### config.mk
export PLATFORM = sky130hd
export DESIGN_NAME = adc_header_parser
export DESIGN_NICKNAME = d
export VERILOG_FILES = /design/src/rtl/adc_header_parser_pkg.sv /design/src/rtl/adc_header_parser_sat_counter16.sv /design/src/rtl/adc_header_parser.sv
export SDC_FILE = /design/constraint.sdc
export NUM_CORES = 1
export LEC_CHECK = 0
export ABC_AREA = 1
export BUFFER_PORTS_ARGS = -buffer_cell sky130_fd_sc_hd__buf_2
export CORE_MARGIN = 5
export CORE_UTILIZATION = 32
export DETAILED_ROUTE_END_ITERATION = 12
export GPL_TIMING_DRIVEN = 1
export PLACE_DENSITY = 0.49
export SYNTH_ARGS = -nofsm -noshare
export SYNTH_HDL_FRONTEND = slang
export SYNTH_SLANG_ARGS = --single-unit
### constraint.sdc
create_clock -name clk -period 3 [get_ports clk]
set_input_delay 0.15 -clock clk [delete_from_list [all_inputs] [get_ports clk]]
set_output_delay 0.15 -clock clk [all_outputs]
set_load 0.02 [all_outputs]
### src/rtl/adc_header_parser_pkg.sv
// Shared types and constants for the ADC link header parser.
// Holds the parser state encoding, marker defaults and field widths.
package adc_header_parser_pkg;

    typedef enum logic [2:0] {
        ST_IDLE,
        ST_SPILL,
        ST_EVT,
        ST_PAYLOAD,
        ST_TRAILER
    } state_e;

    localparam logic [15:0] SOP_DEFAULT = 16'hF0F0;
    localparam logic [15:0] EOP_DEFAULT = 16'h0F0F;

    localparam int SPILL_W = 10;
    localparam int EVT_W   = 16;
    localparam int DATA_W  = 16;
    localparam int PCNT_W  = 8;
    localparam int CNT_W   = 16;

endpackage

### src/rtl/adc_header_parser_sat_counter16.sv
// 16-bit event counter that sticks at all-ones instead of wrapping.
// Reset and clear both return it to zero; reset wins.
module sat_counter16
    import adc_header_parser_pkg::*;
(
    input  logic             clk,
    input  logic             rst,
    input  logic             clr_i,
    input  logic             inc_i,
    output logic [CNT_W-1:0] cnt_o
);

    logic [CNT_W-1:0] cnt_q;
    logic [CNT_W-1:0] cnt_d;

    always_comb begin
        cnt_d = cnt_q;
        if (clr_i) begin
            cnt_d = '0;
        end else if (inc_i && (cnt_q != '1)) begin
            cnt_d = cnt_q + 1'b1;
        end
    end

    always_ff @(posedge clk) begin
        if (rst) begin
            cnt_q <= '0;
        end else begin
            cnt_q <= cnt_d;
        end
    end

    assign cnt_o = cnt_q;

endmodule

### src/rtl/adc_header_parser.sv
// Frames the ADC link stream: SOP, spill, event, payload, EOP.
// Payload is passed through; header fields and error counts are kept.
module adc_header_parser
    import adc_header_parser_pkg::*;
#(
    parameter int          PAYLOAD_LEN = 64,
    parameter logic [15:0] SOP_WORD    = SOP_DEFAULT,
    parameter logic [15:0] EOP_WORD    = EOP_DEFAULT
) (
    input  logic               clk,
    input  logic               rst,
    input  logic               live_rising,
    input  logic [DATA_W-1:0]  din,
    input  logic               din_valid,
    output logic [SPILL_W-1:0] pkg_spillno,
    output logic [EVT_W-1:0]   pkg_evtno,
    output logic               get_package,
    output logic [DATA_W-1:0]  dout,
    output logic               dout_valid,
    output logic               frame_err,
    output logic [CNT_W-1:0]   frame_err_cnt,
    output logic [CNT_W-1:0]   drop_cnt
);

    localparam logic [PCNT_W-1:0] LAST_IDX =
        PCNT_W'(PAYLOAD_LEN - 1);

    state_e             state_q;
    logic [PCNT_W-1:0]  pcnt_q;
    logic [SPILL_W-1:0] spill_q;
    logic [EVT_W-1:0]   evt_q;
    logic [DATA_W-1:0]  dout_q;
    logic               dout_valid_q;
    logic               get_pkg_q;
    logic               frame_err_q;

    logic               accept_d;
    logic               drop_inc_d;
    logic               ferr_inc_d;

    // live_rising swallows a coincident word, so it never counts
    assign accept_d   = din_valid && !live_rising;
    assign drop_inc_d = accept_d && (state_q == ST_IDLE)
                        && (din != SOP_WORD);
    assign ferr_inc_d = accept_d && (state_q == ST_TRAILER)
                        && (din != EOP_WORD);

    always_ff @(posedge clk) begin
        get_pkg_q    <= 1'b0;
        frame_err_q  <= 1'b0;
        dout_valid_q <= 1'b0;
        if (rst) begin
            state_q <= ST_IDLE;
            pcnt_q  <= '0;
            spill_q <= '0;
            evt_q   <= '0;
            dout_q  <= '0;
        end else if (live_rising) begin
            state_q <= ST_IDLE;
            pcnt_q  <= '0;
        end else if (din_valid) begin
            unique case (state_q)
                ST_IDLE: begin
                    if (din == SOP_WORD) begin
                        state_q <= ST_SPILL;
                    end
                end
                ST_SPILL: begin
                    spill_q <= din[SPILL_W-1:0];
                    state_q <= ST_EVT;
                end
                ST_EVT: begin
                    evt_q   <= din;
                    pcnt_q  <= '0;
                    state_q <= ST_PAYLOAD;
                end
                ST_PAYLOAD: begin
                    dout_q       <= din;
                    dout_valid_q <= 1'b1;
                    pcnt_q       <= pcnt_q + 1'b1;
                    if (pcnt_q == LAST_IDX) begin
                        state_q <= ST_TRAILER;
                    end
                end
                ST_TRAILER: begin
                    if (din == EOP_WORD) begin
                        get_pkg_q <= 1'b1;
                    end else begin
                        frame_err_q <= 1'b1;
                    end
                    state_q <= ST_IDLE;
                end
                default: begin
                    state_q <= ST_IDLE;
                end
            endcase
        end
    end

    sat_counter16 u_ferr_cnt (
        .clk   (clk),
        .rst   (rst),
        .clr_i (live_rising),
        .inc_i (ferr_inc_d),
        .cnt_o (frame_err_cnt)
    );

    sat_counter16 u_drop_cnt (
        .clk   (clk),
        .rst   (rst),
        .clr_i (live_rising),
        .inc_i (drop_inc_d),
        .cnt_o (drop_cnt)
    );

    assign pkg_spillno = spill_q;
    assign pkg_evtno   = evt_q;
    assign get_package = get_pkg_q;
    assign dout        = dout_q;
    assign dout_valid  = dout_valid_q;
    assign frame_err   = frame_err_q;

endmodule

==> results of run 1 <==
[worst max path at each step]
stage	slack, ns	startpoint	to
floorplan	1.35	u_drop_cnt.cnt_o[0]	u_drop_cnt.cnt_o[13]
global placement	1.15	state_q[2]	pkg_evtno[2]
detailed placement	1.12	state_q[2]	pkg_evtno[11]
CTS	1.12	state_q[2]	pkg_evtno[15]
global route	0.85	state_q[2]	pkg_evtno[2]
finish	1.17	state_q[2]	pkg_evtno[2]
[synth_stat cells]
library cell / instances
nor2_4: 1
a21oi_1: 51
or2_2: 1
nand3b_1: 2
nor2_2: 5
clkbuf_1: 8
nor2_1: 129
nand2_2: 4
buf_1: 1
a21boi_0: 1
o21ai_0: 45
xnor2_1: 9
nand3_2: 2
clkinv_2: 1
inv_2: 3
nand2_4: 1
nand4_1: 19
dfxtp_1: 88
buf_2: 5
nand3_4: 2
buf_6: 3
xor2_1: 5
nand3_1: 25
nor3_1: 5
inv_1: 49
a211oi_1: 2
nand2_1: 156
nor4_1: 2
buf_12: 1
ha_1: 3
[worst max-delay path, delay by kind of cell, from the launching register on]
family                 cells  cell delay (ns)
and+or+nand+nor            5             1.02
buffers and inverters      1             0.36
DFF                        1             0.35
[metal layers]
layer / vias to the layer above / part of all wire, % / track usage (%)
li1: 2204 / - / -
met3: 14 / 7.7 / 5.288
met5: - / 0 / 1.858
met2: 113 / 44 / 24.74
met1: 1952 / 46 / 19.90
met4: 0 / 1.8 / 6.378
[cells by family (layout without fill, tap and decap cells)]
kind of cell,after synthesis,after routing,synth area share [%]
compound gates,99,99,11.85
xor+xnor,14,14,2.889
fa+ha+maj,3,3,0.8845
buf+inv,71,168,7.370
flops,88,88,41.51
other cells,0,1,0
simple gates,354,354,35.49
[metrics by stage]
stage	power [mW]	cells	setup WS, ns
floorplan	1.242	629	1.347
global placement	1.284	886	1.151
detailed placement	1.285	886	1.120
CTS	2.441	902	1.124
global route	2.483	903	0.8499
finish	2.393	903	1.169
[registers in the layout, indices dropped and copies added, names as in the netlist, 3 cells and up]
register,cells
u_ferr_cnt.cnt_o,16
dout,16
u_drop_cnt.cnt_o,16
pkg_evtno,16
state_q,3
pkg_spillno,10
pcnt_q,8
[power by group]
group / internal [mW] / total [mW] / switching, mW / leakage, nW
sequential: 1.17 / 1.17 / 0.00178 / 0.709
combinational: 0.0224 / 0.0859 / 0.0635 / 1.42
clock: 0.649 / 1.14 / 0.488 / 0.131
[layout make-up]
class                           count  area, um2
Fill cell                        1456       7983
Multi-Input combinational cell    470       2170
Sequential cell                    88       1762
Timing Repair Buffer               99      503.0
Clock buffer                       10      229.0
Tap cell                          176      220.2
Inverter                           53      200.2
Clock inverter                      6      68.82
Antenna cell                        1      2.502
==> impl_metrics.ini, run 1 <==
[route]
drt_iter0_drc = 209
drt-wirelength-per-cell_um = 13.36
via_count = 4283
vias_per_cell = 4.743
drc = 0
drt_pre_antenna_iters = 4
ant_nets = 0
routed_wl_um = 12060

[setup_path]
path_class = flip-flop to flip-flop
regToRegEndpoint = pkg_evtno[2]
crit_fanout = 12
rr_worst_depth = 6
arrival_ns = 2.07
required_ns = 3.24
slowest_stage = nor2_1
critPathMostFrequentCell = nor2_1
crit_path_end_kind = flip-flop
slowest_delay_ns = 0.54
reg2reg_slack_ns = 1.17
r2r_start = state_q[2]
path_cells = nor2_1 -> nand2_1 -> nor2_1 -> inv_1 -> nor2_1 -> nor2_1
worstSetupStartpointType = flip-flop

[clocking]
numCtsBuffers = 9
clkTransAtPathRegs_ns = 0.07
cts_post_setup_buffers_inserted = 0
cts_tree = built
clockBufferDepth = 2
cts-root-buf = clkbuf_16
cts_resized = 0
clkLatencyLatePin_ns = 0.35
cts_hold_buf = 0
htreeDepth = 3
numClockSinks = 88

[yosys]
netlist_area_mm2 = 0.004244
ys_types = 30
yosysWarnings = 0
synth_area_leaders = dfxtp_1, nand2_1, nor2_1, a21oi_1, o21ai_0
synthCells = 629
ys_seq_area_share_pct = 41.51
synth_top_area_share_pct = 41.51
yosysTopAreaCell = dfxtp_1
synth_seq_cells = 88
synthesis.nets = 652
postSynthAreaPerCell_um2 = 6.747

[layout]
final_cell_area_mm2 = 0.005155
final_util_pct = 39.24
layout.nets = 744
drive_gt1_share_pct = 18.46
final_cell_mix = nand2_1, nor2_1, buf_2, dfxtp_1, a21oi_1
layout_commonest_cell = nand2_1
areaGrowthSynthToFinish_pct = 21.46

[timing]
holdWs_ns = 0.03712
worstMarginPinSlew_ns = 1.099
period_share_pct = 61.04
finalHoldViolations = 0
tns_ns = 0
fmax_mhz = 546.1
rsz0062_at_grt = no
setup_viol = 0
finClkSkew_ns = 0.008525
maxSlewHeadroom_pct = 26.68
fin_crit_ns = 1.831
drv_slew = 0

[die]
initial_core_util_pct = 32.30
die_h_um = 125.2
top_level_ports = 97
rows = 42
die_x_um = 125.2
dieArea_mm2 = 0.01567
placeableCoreArea_mm2 = 0.01314

[worst_hold_path]
min_from = rst
whs_endpoint = frame_err
hold_path.class = input pin to flip-flop
whs_path_depth = 2

[job]
drv_cap = 0

[global_routing]
antenna_found_initial = 1
grt_pass1_vias = 4145
gr-usage-all-layers_pct = 15.80
grt_overflow = 0
grt_max_degree = 44
grt_first_pass_wirelength_um = 20440

[placed_design]
placed_area_mm2 = 0.004855
dp_hpwl_um = 8832
port_buffers = 96
place_congestion = 0.8279

[pwr]
p_leak_nw = 2.258
ir_drop_uv = 283.3
power_density_mw_per_mm2 = 464.2

[status]
outcome = finished, final reports clean
Note: power is estimated with default switching activity, not from simulation.
==> inputs of run 2 (changes only) <==
--- a/config.mk
+++ b/config.mk
@@ -11,7 +11,7 @@
 export CORE_UTILIZATION = 32
 export DETAILED_ROUTE_END_ITERATION = 12
 export GPL_TIMING_DRIVEN = 1
-export PLACE_DENSITY = 0.49
+export PLACE_DENSITY = 0.51
 export SYNTH_ARGS = -nofsm -noshare
 export SYNTH_HDL_FRONTEND = slang
 export SYNTH_SLANG_ARGS = --single-unit
==> constraint.sdc (replaced) <==
create_clock -name clk -period 1.62 [get_ports clk]
set_input_delay 0.081 -clock clk [delete_from_list [all_inputs] [get_ports clk]]
set_output_delay 0.081 -clock clk [all_outputs]
set_load 0.02 [all_outputs]
==> run 2 against run 1 <==
Sequential power is 85% higher. Sequential share of layout area is 1.8 points lower. Global-route usage is 0.70 points higher. Critical path depth is 1 higher. Routed wire length is 5.7% higher. First-iteration DRC count is 2.9% lower. Clock-buffer cell count is 3 higher. Total power is 79% higher. Critical path type unchanged. Critical endpoint is now dout[8].
==> impl_metrics.ini, run 2 (synthesis results as in run 1) <==
[status]
outcome = finished, final reports clean

[timing]
rsz0062_at_grt = yes
holdWs_ns = 0.01703
tns_ns = 0
setup_ws_ns = 0.1257
period_share_pct = 92.24
worstMarginPinSlew_ns = 0.3576
maxSlewHeadroom_pct = 76.16
finClkSkew_ns = 0.006431
setup_viol = 0
fmax_mhz = 669.2
fin_crit_ns = 1.494
finalHoldViolations = 0
drv_slew = 0

[clocking]
clkLatencyLatePin_ns = 0.35
clockBufferDepth = 2
cts_tree = built
clkTransAtPathRegs_ns = 0.06
numCtsBuffers = 9
numClockSinks = 88
cts-root-buf = clkbuf_16
htreeDepth = 3

[placed_design]
place_congestion = 0.8326
placed_area_mm2 = 0.005127
port_buffers = 96
place_ws_ns = 0.02570
dp_hpwl_um = 9349
dp.cells = 922

[global_routing]
grt_pass1_vias = 4409
gr-usage-all-layers_pct = 16.50
antenna_found_initial = 0
grt_overflow = 0
grt_max_degree = 43
grt_first_pass_wirelength_um = 21340

[setup_path]
crit_fanout = 14
reg2reg_slack_ns = 0.13
slowest_stage = dfxtp_2
path_delay_family = buffers and inverters
r2r_start = state_q[0]
crit_path_end_kind = flip-flop
worstSetupStartpointType = flip-flop
critPathLaunch = state_q[0]
path_class = flip-flop to flip-flop
path_cells = inv_1 -> nor3_2 -> inv_1 -> nor2_4 -> buf_4 -> o21ai_0 -> a21oi_1
regToRegEndpoint = dout[8]
arrival_ns = 1.77
timing.critical_path.buf_inv = 3
cp.depth = 7
required_ns = 1.90
slowest_delay_ns = 0.36
rr_worst_depth = 7
critPathMostFrequentCell = inv_1
cp-endpoint = dout[8]

[die]
top_level_ports = 97
die_x_um = 125.2
die_h_um = 125.2
initial_core_util_pct = 32.30
rows = 42
dieArea_mm2 = 0.01567
placeableCoreArea_mm2 = 0.01314

[pwr]
p_sw_share_pct = 22.96
power_frac_seq_pct = 50.7
combinationalPowerShare_pct = 4.2
pwr-share-clk_pct = 45.2
ir_drop_uv = 439.1
net-switching-power_uw = 982.3
power_density_mw_per_mm2 = 783.8
p_int_mw = 3.297
finalPower_mw = 4.279
p_leak_nw = 2.456

[layout]
layout_commonest_cell = nand2_1
final_cell_mix = nand2_1, nor2_1, buf_2, dfxtp_1, a21oi_1
layout.nets = 783
fin_cells = 941
final_util_pct = 41.55
antenna_cells = 0
final_cell_area_mm2 = 0.005459
areaGrowthSynthToFinish_pct = 28.63
drive_gt1_share_pct = 23.53

[job]
drv_cap = 0

[route]
drc = 0
drt_pre_antenna_iters = 4
routed_wl_um = 12750
ant_nets = 0
vias_per_cell = 4.735
drt_iter0_drc = 203
via_count = 4456
drt-wirelength-per-cell_um = 13.55

[worst_hold_path]
hold_path.class = input pin to flip-flop
-- run 2: cell count changes in the layout (fill, tap and decap cells not counted), moves of 2 or more --
cell / previous run / this run
clkinv_2: 1 / 3
inv_1: 49 / 47
dfxtp_1: 88 / 82
clkbuf_1: 1 / 3
buf_4: 3 / 39
nor2_2: 5 / 3
nor2_4: 1 / 3
dfxtp_2: 0 / 6
-- run 2: final cells by class --
| type | count | area (um2) |
|---|---|---|
| repair inverters | 1 | 7.507 |
| clock inverters | 3 | 17.52 |
| inverters | 53 | 203.9 |
| clock buffers | 13 | 250.2 |
| multi-input cells | 471 | 2207 |
| flip-flops and latches | 88 | 1769 |
| repair buffers | 136 | 783.3 |
| fillers | 1407 | 7679 |
| well taps | 176 | 220.2 |
-- run 2: how the worst min path moves through the flow --
| stage | from | to | slack [ns] | cells after the start |
|---|---|---|---|---|
| floorplan | rst | dout_valid | 0.15 | 1 |
| global placement | rst | frame_err | 0.35 | 2 |
| detailed placement | rst | frame_err | 0.35 | 2 |
| CTS | din[11] | dout[11] | 0.004 | 3 |
| global route | din[10] | dout[10] | 0.04 | 3 |
| finish | din[10] | pkg_evtno[10] | 0.02 | 3 |
-- run 2: power by group through the flow --
| stage | logic, mW | registers [mW] | clock network (mW) |
|---|---|---|---|
| final | 0.178 | 2.17 | 1.93 |
| after global placement | 0.174 | 2.22 | 0 |
| after global routing | 0.197 | 2.17 | 2.08 |
| after CTS | 0.177 | 2.17 | 2.02 |
| after floorplan | 0.0813 | 2.22 | 0 |
| after detailed placement | 0.174 | 2.22 | 0 |
-- run 2: worst reg2reg max path: cells and delay by family, from the launching register on --
| family | cells | cell delay, ns |
|---|---|---|
| flops | 1 | 0.36 |
| buf+inv | 3 | 0.42 |
| simple gates | 2 | 0.41 |
| compound gates | 2 | 0.23 |
-- run 2: timing repair --
item	CTS	global route
pin swaps	0	1
endpoints found under the setup margin	1	32
hold buffers	1	0
cloned	0	2
buffers inserted	0	0
endpoints found under the hold margin	1	0
gates resized for setup	1	11
-- run 2: metal layers --
layer  part of all wire (%)  GRT usage [%]  wire length (um)  vias to the layer above
met2                     45          26.07              5760                      107
met5                      0              0                 0                        -
li1                       -              -                 -                     2287
met1                     46          20.80              5819                     2046
met3                    7.2          5.245               912                       16
met4                    2.0          7.015               255                        0
==> inputs of run 3 (changes only) <==
--- a/config.mk
+++ b/config.mk
@@ -7,11 +7,14 @@
 export LEC_CHECK = 0
 export ABC_AREA = 1
 export BUFFER_PORTS_ARGS = -buffer_cell sky130_fd_sc_hd__buf_2
+export CELL_PAD_IN_SITES_DETAIL_PLACEMENT = 1
+export CELL_PAD_IN_SITES_GLOBAL_PLACEMENT = 2
 export CORE_MARGIN = 5
-export CORE_UTILIZATION = 32
+export CORE_UTILIZATION = 26
 export DETAILED_ROUTE_END_ITERATION = 12
 export GPL_TIMING_DRIVEN = 1
-export PLACE_DENSITY = 0.51
+export PLACE_DENSITY = 0.72
+export RECOVER_POWER = 50
 export SYNTH_ARGS = -nofsm -noshare
 export SYNTH_HDL_FRONTEND = slang
 export SYNTH_SLANG_ARGS = --single-unit
==> constraint.sdc (replaced) <==
create_clock -name clk -period 1.62 [get_ports clk]
set_input_delay 0 -clock clk [delete_from_list [all_inputs] [get_ports clk]]
set_output_delay 0 -clock clk [all_outputs]
set_load 0.02 [all_outputs]
==> run 3 against run 2 <==
Die area increased by 21%. Critical path type unchanged. Sequential share of layout area decreased by 1.0 points. Via count rose by 3.7%. Clock skew about the same. Utilization is 6.1 points lower. Non-clock buffer count rose by 20. First-iteration DRC count shrank 9.4%. Highest routed layer unchanged. Global-route usage is 0.80 points lower. Worst hold slack lost 0.0062 ns. Sequential power about the same. Worst setup slack lost 0.062 ns.
==> impl_metrics.ini, run 3 (synthesis results as in run 1) <==
[status]
outcome = finished, final reports clean

[setup_path]
worstSetupStartpointType = flip-flop
arrival_ns = 1.80
required_ns = 1.86
path_class = flip-flop to flip-flop
crit_path_end_kind = flip-flop
crit_fanout = 8

[placed_design]
port_buffers = 96
dp_hpwl_um = 11110
place_congestion = 0.8164

[die]
die_h_um = 137.8
die_x_um = 137.8
placeableCoreArea_mm2 = 0.01594
rows = 46
dieArea_mm2 = 0.01898
initial_core_util_pct = 26.62
top_level_ports = 97

[clocking]
htreeDepth = 3
cts-root-buf = clkbuf_16
clkTransAtPathRegs_ns = 0.07
numCtsBuffers = 9
cts_tree = built
clkLatencyLatePin_ns = 0.35
clockBufferDepth = 2
numClockSinks = 88

[layout]
multi_input_area_mm2 = 0.002212
layout.nets = 803
final_cell_mix = nand2_1, nor2_1, dfxtp_1, clkbuf_1, a21oi_1
layout_commonest_cell = nand2_1
antenna_cells = 0
nFillCells = 2078
regArea_mm2 = 0.001770
drive_gt1_share_pct = 15.41
areaGrowthSynthToFinish_pct = 32.99

[route]
vias_per_cell = 4.614
routed_wl_um = 14520
drt_iter0_drc = 184
via_count = 4619
drt_pre_antenna_iters = 4
drc = 0
ant_nets = 0
drt-wirelength-per-cell_um = 14.51

[pwr]
power_density_mw_per_mm2 = 772.8
finalPower_mw = 4.362
p_leak_nw = 2.243
ir_drop_uv = 477.9

[timing]
maxSlewHeadroom_pct = 69.07
drv_slew = 0
finClkSkew_ns = 0.006020
rsz0062_at_grt = yes
finalHoldViolations = 0
tns_ns = 0
worstMarginPinSlew_ns = 0.4634
setup_viol = 0
holdWs_ns = 0.01086
period_share_pct = 96.04
fmax_mhz = 642.8
fin_crit_ns = 1.556

[global_routing]
grt_overflow = 0
grt_max_degree = 31
antenna_found_initial = 0
gr-usage-all-layers_pct = 15.70
grt_first_pass_wirelength_um = 23500
grt_pass1_vias = 4714

[worst_hold_path]
hold_path.class = input pin to flip-flop

[job]
drv_cap = 0
## run 3: cell types whose count changed in the layout (fill, tap and decap cells not counted), moves of 2 or more
| cell | change |
|---|---|
| buf_4 | +3 |
| clkbuf_1 | +67 |
| dlygate4sd3_1 | +15 |
| buf_2 | -70 |
| inv_6 | +2 |
| clkinv_4 | +2 |
## run 3: layout make-up
class | count | area share (%)
multi-input cells | 471 | 39.19
flip-flops and latches | 88 | 31.37
repair buffers | 156 | 15.94
well taps | 216 | 4.788
clock buffers | 9 | 3.990
inverters | 53 | 3.613
clock inverters | 7 | 0.9754
repair inverters | 1 | 0.1330
## run 3: worst max-delay path, stage by stage, from the launching register on
cell and delay (ns):
dfxtp_2 0.33, ha_4 0.18, nand3_2 0.10, inv_1 0.06, nand2_1 0.10, inv_2 0.05, nand2_2 0.13, nand3_2 0.23
a21oi_1 0.20, nor2_1 0.05
## run 3: stage by stage
| step | instance area, um2 | worst slack (ns) | util [%] | cells |
|---|---|---|---|---|
| global route | 5644 | -0.07450 | 35.40 | 1001 |
| floorplan | 4247 | -0.0002172 | - | 629 |
| global placement | 5220 | 0.02644 | 32.74 | 966 |
| finish | 5644 | 0.06420 | 35.40 | 1001 |
| CTS | 5684 | 0.0009717 | 35.65 | 999 |
| detailed placement | 5220 | -0.001945 | 32.74 | 966 |
## run 3: routing by layer
layer	vias to the layer above	wire [um]	global-route usage, %
met5	-	0	0
met3	14	776	4.821
met1	2189	6197	18.29
li1	2330	-	-
met4	0	220	4.281
met2	86	7326	27.79
## run 3: report_power, final
part / internal [mW] / leakage, nW / switching, mW
Sequential: 2.16 / 0.712 / 0.00257
Combinational: 0.0815 / 1.40 / 0.130
Clock: 1.05 / 0.132 / 0.931
Total: 3.30 / 2.24 / 1.06
## run 3: worst paths after layout
kind / start / to / slack (ns) / depth (start not counted)
setup reg to reg: u_drop_cnt.cnt_o[1] / u_drop_cnt.cnt_o[2] / 0.06 / 9
hold / removal: din[0] / pkg_spillno[0] / 0.01 / 3
hold reg to reg: pcnt_q[6] / pcnt_q[6] / 0.48 / 1
setup / recovery: u_drop_cnt.cnt_o[1] / u_drop_cnt.cnt_o[2] / 0.06 / 9
## run 3: repair_timing
item,CTS,global route
cloned,1,1
buffers inserted,0,1
gates resized for setup,5,11
endpoints found under the hold margin,35,0
pin swaps,0,2
hold buffers,16,0
endpoints found under the setup margin,10,58
